===== src/rtl/grid_click_detector.sv =====
// Hover and click detector for an N_COLS x N_ROWS grid of card cells.
// Two-stage input pipeline feeds a press/release FSM that emits held valid/ready clicks.
module grid_click_detector #(
   parameter int X_POS  = 312,
   parameter int Y_POS  = 184,
   parameter int CELL_W = 96,
   parameter int CELL_H = 96,
   parameter int GAP    = 8,
   parameter int N_COLS = 4,
   parameter int N_ROWS = 4,
   parameter int IDX_W  = 4
) (
   input  logic             clk,
   input  logic             rst,
   input  logic             enable,
   input  logic             mouse_left,
   input  logic [11:0]      mouse_xpos,
   input  logic [11:0]      mouse_ypos,
   input  logic             click_ready,
   output logic             hover_valid,
   output logic [IDX_W-1:0] hover_idx,
   output logic             click_valid,
   output logic [IDX_W-1:0] click_idx
);

   localparam int STEP_X = CELL_W + GAP;
   localparam int STEP_Y = CELL_H + GAP;

   typedef enum logic [1:0] {IDLE, ARMED, CANCEL, PENDING} state_t;

   logic [11:0]      x1_q, x1_d, y1_q, y1_d;
   logic             btn1_q, btn1_d;
   logic             hit2_q, hit2_d, btn2_q, btn2_d, prev2_q, prev2_d;
   logic [IDX_W-1:0] idx2_q, idx2_d;
   logic [IDX_W-1:0] armed_idx_q, armed_idx_d, click_idx_q, click_idx_d;
   state_t           state_q, state_d;

   logic [15:0]      xw, yw;
   logic             col_hit, row_hit, press, release_e;
   int               col_sel, row_sel;

   // Bounds are formed at 16 bits so X_POS + offsets can never wrap.
   always_comb begin
      xw      = {4'd0, x1_q};
      yw      = {4'd0, y1_q};
      col_hit = 1'b0;
      row_hit = 1'b0;
      col_sel = 0;
      row_sel = 0;
      for (int c = 0; c < N_COLS; c++) begin
         if (xw > 16'(X_POS + c*STEP_X) && xw < 16'(X_POS + c*STEP_X + CELL_W)) begin
            col_hit = 1'b1;
            col_sel = c;
         end
      end
      for (int r = 0; r < N_ROWS; r++) begin
         if (yw > 16'(Y_POS + r*STEP_Y) && yw < 16'(Y_POS + r*STEP_Y + CELL_H)) begin
            row_hit = 1'b1;
            row_sel = r;
         end
      end
   end

   assign press     = btn2_q & ~prev2_q;
   assign release_e = ~btn2_q & prev2_q;

   always_comb begin
      x1_d        = mouse_xpos;
      y1_d        = mouse_ypos;
      btn1_d      = mouse_left;
      hit2_d      = col_hit & row_hit;
      idx2_d      = (col_hit & row_hit) ? IDX_W'(row_sel*N_COLS + col_sel) : '0;
      btn2_d      = btn1_q;
      prev2_d     = btn2_q;
      state_d     = state_q;
      armed_idx_d = armed_idx_q;
      click_idx_d = click_idx_q;
      case (state_q)
         IDLE: begin
            if (enable && press) begin
               if (hit2_q) begin
                  state_d     = ARMED;
                  armed_idx_d = idx2_q;
               end else begin
                  state_d = CANCEL;
               end
            end
         end
         ARMED: begin
            if (!enable) begin
               state_d = IDLE;
            end else if (release_e) begin
               if (hit2_q && idx2_q == armed_idx_q) begin
                  state_d     = PENDING;
                  click_idx_d = armed_idx_q;
               end else begin
                  state_d = IDLE;
               end
            end else if (!hit2_q || idx2_q != armed_idx_q) begin
               state_d = CANCEL;
            end
         end
         CANCEL: begin
            if (!enable || release_e) state_d = IDLE;
         end
         PENDING: begin
            // Committed click survives enable=0; only acceptance clears it.
            if (click_ready) state_d = IDLE;
         end
         default: state_d = IDLE;
      endcase
   end

   always_ff @(posedge clk) begin
      if (rst) begin
         x1_q        <= '0;
         y1_q        <= '0;
         btn1_q      <= 1'b0;
         hit2_q      <= 1'b0;
         idx2_q      <= '0;
         btn2_q      <= 1'b0;
         prev2_q     <= 1'b0;
         armed_idx_q <= '0;
         click_idx_q <= '0;
         state_q     <= IDLE;
      end else begin
         x1_q        <= x1_d;
         y1_q        <= y1_d;
         btn1_q      <= btn1_d;
         hit2_q      <= hit2_d;
         idx2_q      <= idx2_d;
         btn2_q      <= btn2_d;
         prev2_q     <= prev2_d;
         armed_idx_q <= armed_idx_d;
         click_idx_q <= click_idx_d;
         state_q     <= state_d;
      end
   end

   assign hover_valid = enable & hit2_q;
   assign hover_idx   = enable ? idx2_q : '0;
   assign click_valid = (state_q == PENDING);
   assign click_idx   = click_idx_q;

endmodule


===== config.mk =====
export PLATFORM = sky130hd
export DESIGN_NAME = grid_click_detector
export DESIGN_NICKNAME = d
export VERILOG_FILES = /design/src/rtl/grid_click_detector.sv
export SDC_FILE = /design/constraint.sdc
export NUM_CORES = 1
export LEC_CHECK = 0
export ABC_AREA = 0
export ABC_CLOCK_PERIOD_IN_PS = 2500
export CAP_MARGIN = 20
export CORE_ASPECT_RATIO = 1.2
export CORE_MARGIN = 2
export CORE_UTILIZATION = 49
export CTS_CLUSTER_DIAMETER = 50
export DETAILED_ROUTE_END_ITERATION = 6
export PLACE_DENSITY = 0.78
export SYNTH_ARGS = -nofsm -noshare
export SYNTH_HDL_FRONTEND = slang
export SYNTH_SLANG_ARGS = --single-unit

===== constraint.sdc =====
create_clock -name clk -period 2.5 [get_ports clk]
set_clock_uncertainty 0.2 [all_clocks]
set_input_delay 0.375 -clock clk [delete_from_list [all_inputs] [get_ports clk]]
set_output_delay 0.375 -clock clk [all_outputs]
set_load 0.05 [all_outputs]

# Word-level counts from Yosys, hierarchy flattened
# Cells that the tools add are included.
[word_totals]
word_cells = 86
out_inout_bits = 10
inputBits = 29
reg_bits = 42
[classes]
magnitude_cmp = 16
n_addsub = 1
bitwise = 7
n_reduce_logical = 19
muxes = 24
n_eq_ne = 9
[op_table]
columns = ["operator", "count"]
rows = [
  ["$gt A12 B9 Y1 const B", 5],
  ["$lt A12 B10 Y1 const B", 4],
  ["$lt A12 B9 Y1 const B", 4],
  ["$gt A12 B10 Y1 const B", 2],
  ["$mux W2", 10],
  ["$gt A12 B8 Y1 const B", 1],
  ["$mux W4", 3],
  ["$logic_and A1 B1 Y1", 10],
  ["$mux W1", 10],
  ["$pmux W2 S4", 1],
  ["$reduce_and A4 Y1", 2],
  ["$ne A2 B2 Y1 const B", 3],
  ["$add A4 B4 Y4", 1],
  ["$and A1 B1 Y1", 4],
  ["$eq A2 B2 Y1 const B", 2],
  ["$eq A4 B4 Y1", 1],
  ["$ne A4 B4 Y1", 1],
  ["$ne A4 B4 Y1 const B", 1],
  ["$not A1 Y1", 3],
  ["$reduce_and A3 Y1", 1],
  ["$eq A2 B1 Y1 const B", 1],
  ["$logic_not A1 Y1", 2],
  ["$logic_not A2 Y1", 1],
  ["$logic_or A1 B1 Y1", 2],
  ["$reduce_or A2 Y1", 1],
]

# Depth between registers and ports, before layout
[depth]
depth_word = 9
depth_mapped = 7
depth_no_buf = 5

# Worst setup path after synthesis
# Ideal clock, no wire load.
[synth_path]
path_type = "input-to-reg"
from = "in enable"
to = "reg state_q[0]"
path_stages = 5
arrival_time_ns = 1.773
path_buffers = 0
path_slack_ns = 0.440
setup_ns = 0.087
path_cell_list = "and2_1 nor3b_1 nand4_1 a221o_1 o31ai_1"
[synth_via]
elab_chain_cells = 4
word_cells_on_any_way = 9
cone_classes = "eq/ne (3); mux (2); reduce/logical (4)"
[synth_rtl]
columns = ["item", "line", "source"]
rows = [
  ["start, declared", "15", "input logic enable,"],
  ["$logic_not A1 Y1", "104", "if (!enable || release_e) state_d = IDLE;"],
  ["$logic_or A1 B1 Y1", "104", ""],
  ["$ne A2 B2 Y1 (no source line)", "n/a", ""],
  ["$reduce_and A4 Y1 (no source line)", "n/a", ""],
  ["end signal, assigned", "136", "state_q <= state_d;"],
  ["end, declared", "36", "state_t state_q, state_d;"],
]
# Several ways; a longest one is shown, not always the timed one.
# A chain may end at the register's enable or synchronous reset.

# Final worst setup path
[layout_path]
from = "reg state_q[1]"
to = "out click_valid"
[layout_via]
elab_chain_cells = 1
[layout_rtl]
columns = ["item", "line", "source"]
rows = [
  ["$eq A2 B2 Y1", "142", "assign click_valid = (state_q == PENDING);"],
  ["end, declared", "22", "output logic click_valid,"],
]
# Every way passes these cells.

==> impl_results.md <==
- Fin area: roughly 2400 um2
- Total GRT Usage: 0.1809
- Final hold viol count: 0
- Area of the multi-input gates: 884.6 um2
- Switching Share: 0.2022
- First-pass GRT wire length: 5.602 mm
- Fmax: 429.5 MHz
- Switching Power: roughly 0.28 mW
- Leading post-synthesis cells by cell area: dfxtp_1, nor2b_1, mux2i_1
- Worst IR Drop VDD: 0.3519 mV
- Fin. max-slew vios: 0
- Number of warnings issued by yosys: 0
- Post-CTS Resized: 0
- Power share of the combinational group: 0.091
- Number of max-cap violations: 0
- Setup-failing EPs final: 0
- Share of total power in the clock network: 0.384
- GPL Wtd Cong: around 0.9
- RSZ-0062 raised after global routing: false
- Layout cells sized above 1: 0.1076
- Worst hold margin: 241.2 ps
- Die Ht: 69.57 um
- TritonCTS clock tree: done
- Synth Instances: between 150 and 200
- Critical Path AT: about 1800 ps
- Critical path launch point type: flip-flop
- Final net count: between 200 and 300
- Metal2 WL: about 1.8 mm
- Yosys reg bits: 42
- CTS Buffer Depth: 2
- Cell internal pwr: around 1.1 mW
- Dpl ws: about 150 ps
- Vias in the first global route: 1420
- Hold Buf Count CTS: 0
- Via count: 1460
- Flop pwr share: 0.525
- Die area: around 4000 um2
- Drt wl/cell: 13.01 um
- Final non-filler cell total: 260
- Residual DRC: 3
- Routed Antenna Nets: 0
- Die X: slightly below 60 um
- Largest net degree at the start of global routing: 20
- Final critical-path required period: 2328 ps
- Placed cell area: 2245 um2
- Slew headroom: 0.5925
- IO Count: 39
- Final core occ: 0.6942
- Worst setup EP type: output pin
- Synth top cells by count: dfxtp_1, nor2b_1, nor2_1
- Highest Signal Layer: met4
- Setup Fix Bufs, Post-CTS: 0
- Vias per inst: 5.615
- First DRT Iteration DRCs: 80
- Power Dens Cells: 579.8 nW/um2
- Most frequent cell after synthesis: dfxtp_1
- Area occupied by registers: 840.8 um2
- Met1 WL: 1.305 mm
- Initial antenna violation count: 0
- Total Routed Length: 3.382 mm
- Root Buffer: clkbuf_8
- Synth async-reset ratio: 0
- # clock sinks: 42
- Worst-path clk slew: 70 ps
- Dpl hpwl: 2.534 mm
- Measured slew at the worst slew-check pin: 609.3 ps
- Core area: 3396 um2
- Critical path data required time: 1920 ps
- Worst-path fanout max: 9
- Synth area leader: dfxtp_1
- Area grow syn2layout: 34.28%
- Met3 Wirelength: 213 um
- Initial Util: 0.5169
- Syn nets: 210
- N_diodes: 0
- Sequential share of the synthesized area: 0.4790
- Placed cell count: 253
- Fill count: 254
- Synth cell types: 42
- Site Rows: 23
- Failing checks: design-rule violations
- Status: complete, but fails checks
- Skew-Pair Late Insertion Delay: about 290 ps
- Mapped cell area: 1755 um2
- DRT Pass-1 Iters: 6
- Number of enable flip-flop cells after synthesis: 0
- Final setup TNS: 0 ps
- Kind of critical path: reg2out
- Post-synth top flop: dfxtp_1
- # H-tree levels: 2
- Avg Cell Area, Syn: about 9.7 um2
- IO Port Bufs: 38
- Final Worst Setup Slack: 171.6 ps
- Overall Power: 1.367 mW
- Total grt overflow: 0
- Total CTS buffers: 5
- Period Utilization, post-route: 0.9313
- Top-area cell type share of the netlist area: 0.4790
- Leak Pwr: 0.9171 nW
- Worst hold path type: reg2reg
[layout make-up]
class | instances | area share
clock buffers | 6 | 0.03503
inverters | 2 | 0.003185
multi-input cells | 131 | 0.3753
well taps | 37 | 0.01964
repair buffers | 41 | 0.1975
clock inverters | 1 | 0.01274
flip-flops and latches | 42 | 0.3567
[worst paths after layout]
kind	startpoint	to	slack, ps	depth (start not counted)
max	state_q[1]	click_valid	170	2
min	btn1_q	btn2_q	240	1
max reg2reg	y1_q[3]	idx2_q[1]	480	5
min reg2reg	btn1_q	btn2_q	240	1
[layer usage]
metal  vias up  global-route usage
met3        12             0.06716
met1       670              0.1727
met2        51              0.3184
li1        727                   -
met5         -                   0
met4         0              0.1061
[sequential cells by signal, summed over array words and instances (netlist names)]
signal / cells
armed_idx_q: 4
btn1_q: 1
btn2_q: 1
click_idx: 4
hit2_q: 1
idx2_q: 4
prev2_q: 1
state_q: 2
x1_q: 12
y1_q: 12
[worst max-delay path, cell delays in order, from the launching register on]
cell and delay [ps]:
dfxtp_1 500, and2_1 170, clkdlybuf4s50_1 790
[kinds of logic (layout without fill, tap and decap cells)]
group | after synthesis | count (layout) | synth area share
buffers and inverters | 8 | 50 | 0.01711
XOR/XNOR | 4 | 4 | 0.01996
multiplexers | 9 | 9 | 0.05132
AO/OA/AOI/OAI | 30 | 30 | 0.1454
flip-flops | 42 | 42 | 0.4790
AND/OR/NAND/NOR | 88 | 88 | 0.2872
[power by group through the flow]
stage | registers [mW] | clock network, mW | logic, mW
final | 0.717 | 0.525 | 0.124
after global routing | 0.720 | 0.569 | 0.137
after CTS | 0.716 | 0.544 | 0.125
after detailed placement | 0.732 | 0 | 0.124
after global placement | 0.730 | 0 | 0.120
after floorplan | 0.725 | 0 | 0.0661
[cells in the final DEF, fill, tap and decap left out, types with 2 or more instances in the layout]
cell,instances
or3_1,3
o2111ai_1,2
a31oi_1,2
xor2_1,3
a211oi_1,3
a31o_2,2
nor3b_1,2
clkbuf_8,6
o21ai_0,4
inv_1,2
nor2b_1,32
and3_1,2
buf_4,2
or2_2,2
nand2_1,5
o2bb2ai_1,2
nor4b_1,2
nand2b_1,2
clkdlybuf4s50_1,33
nand4_1,4
buf_12,6
nand3_1,4
nor3_1,4
o211ai_1,3
nor2_1,16
mux2i_1,9
and2_1,6
dfxtp_1,42
Note: power is estimated with default switching activity, not from simulation.
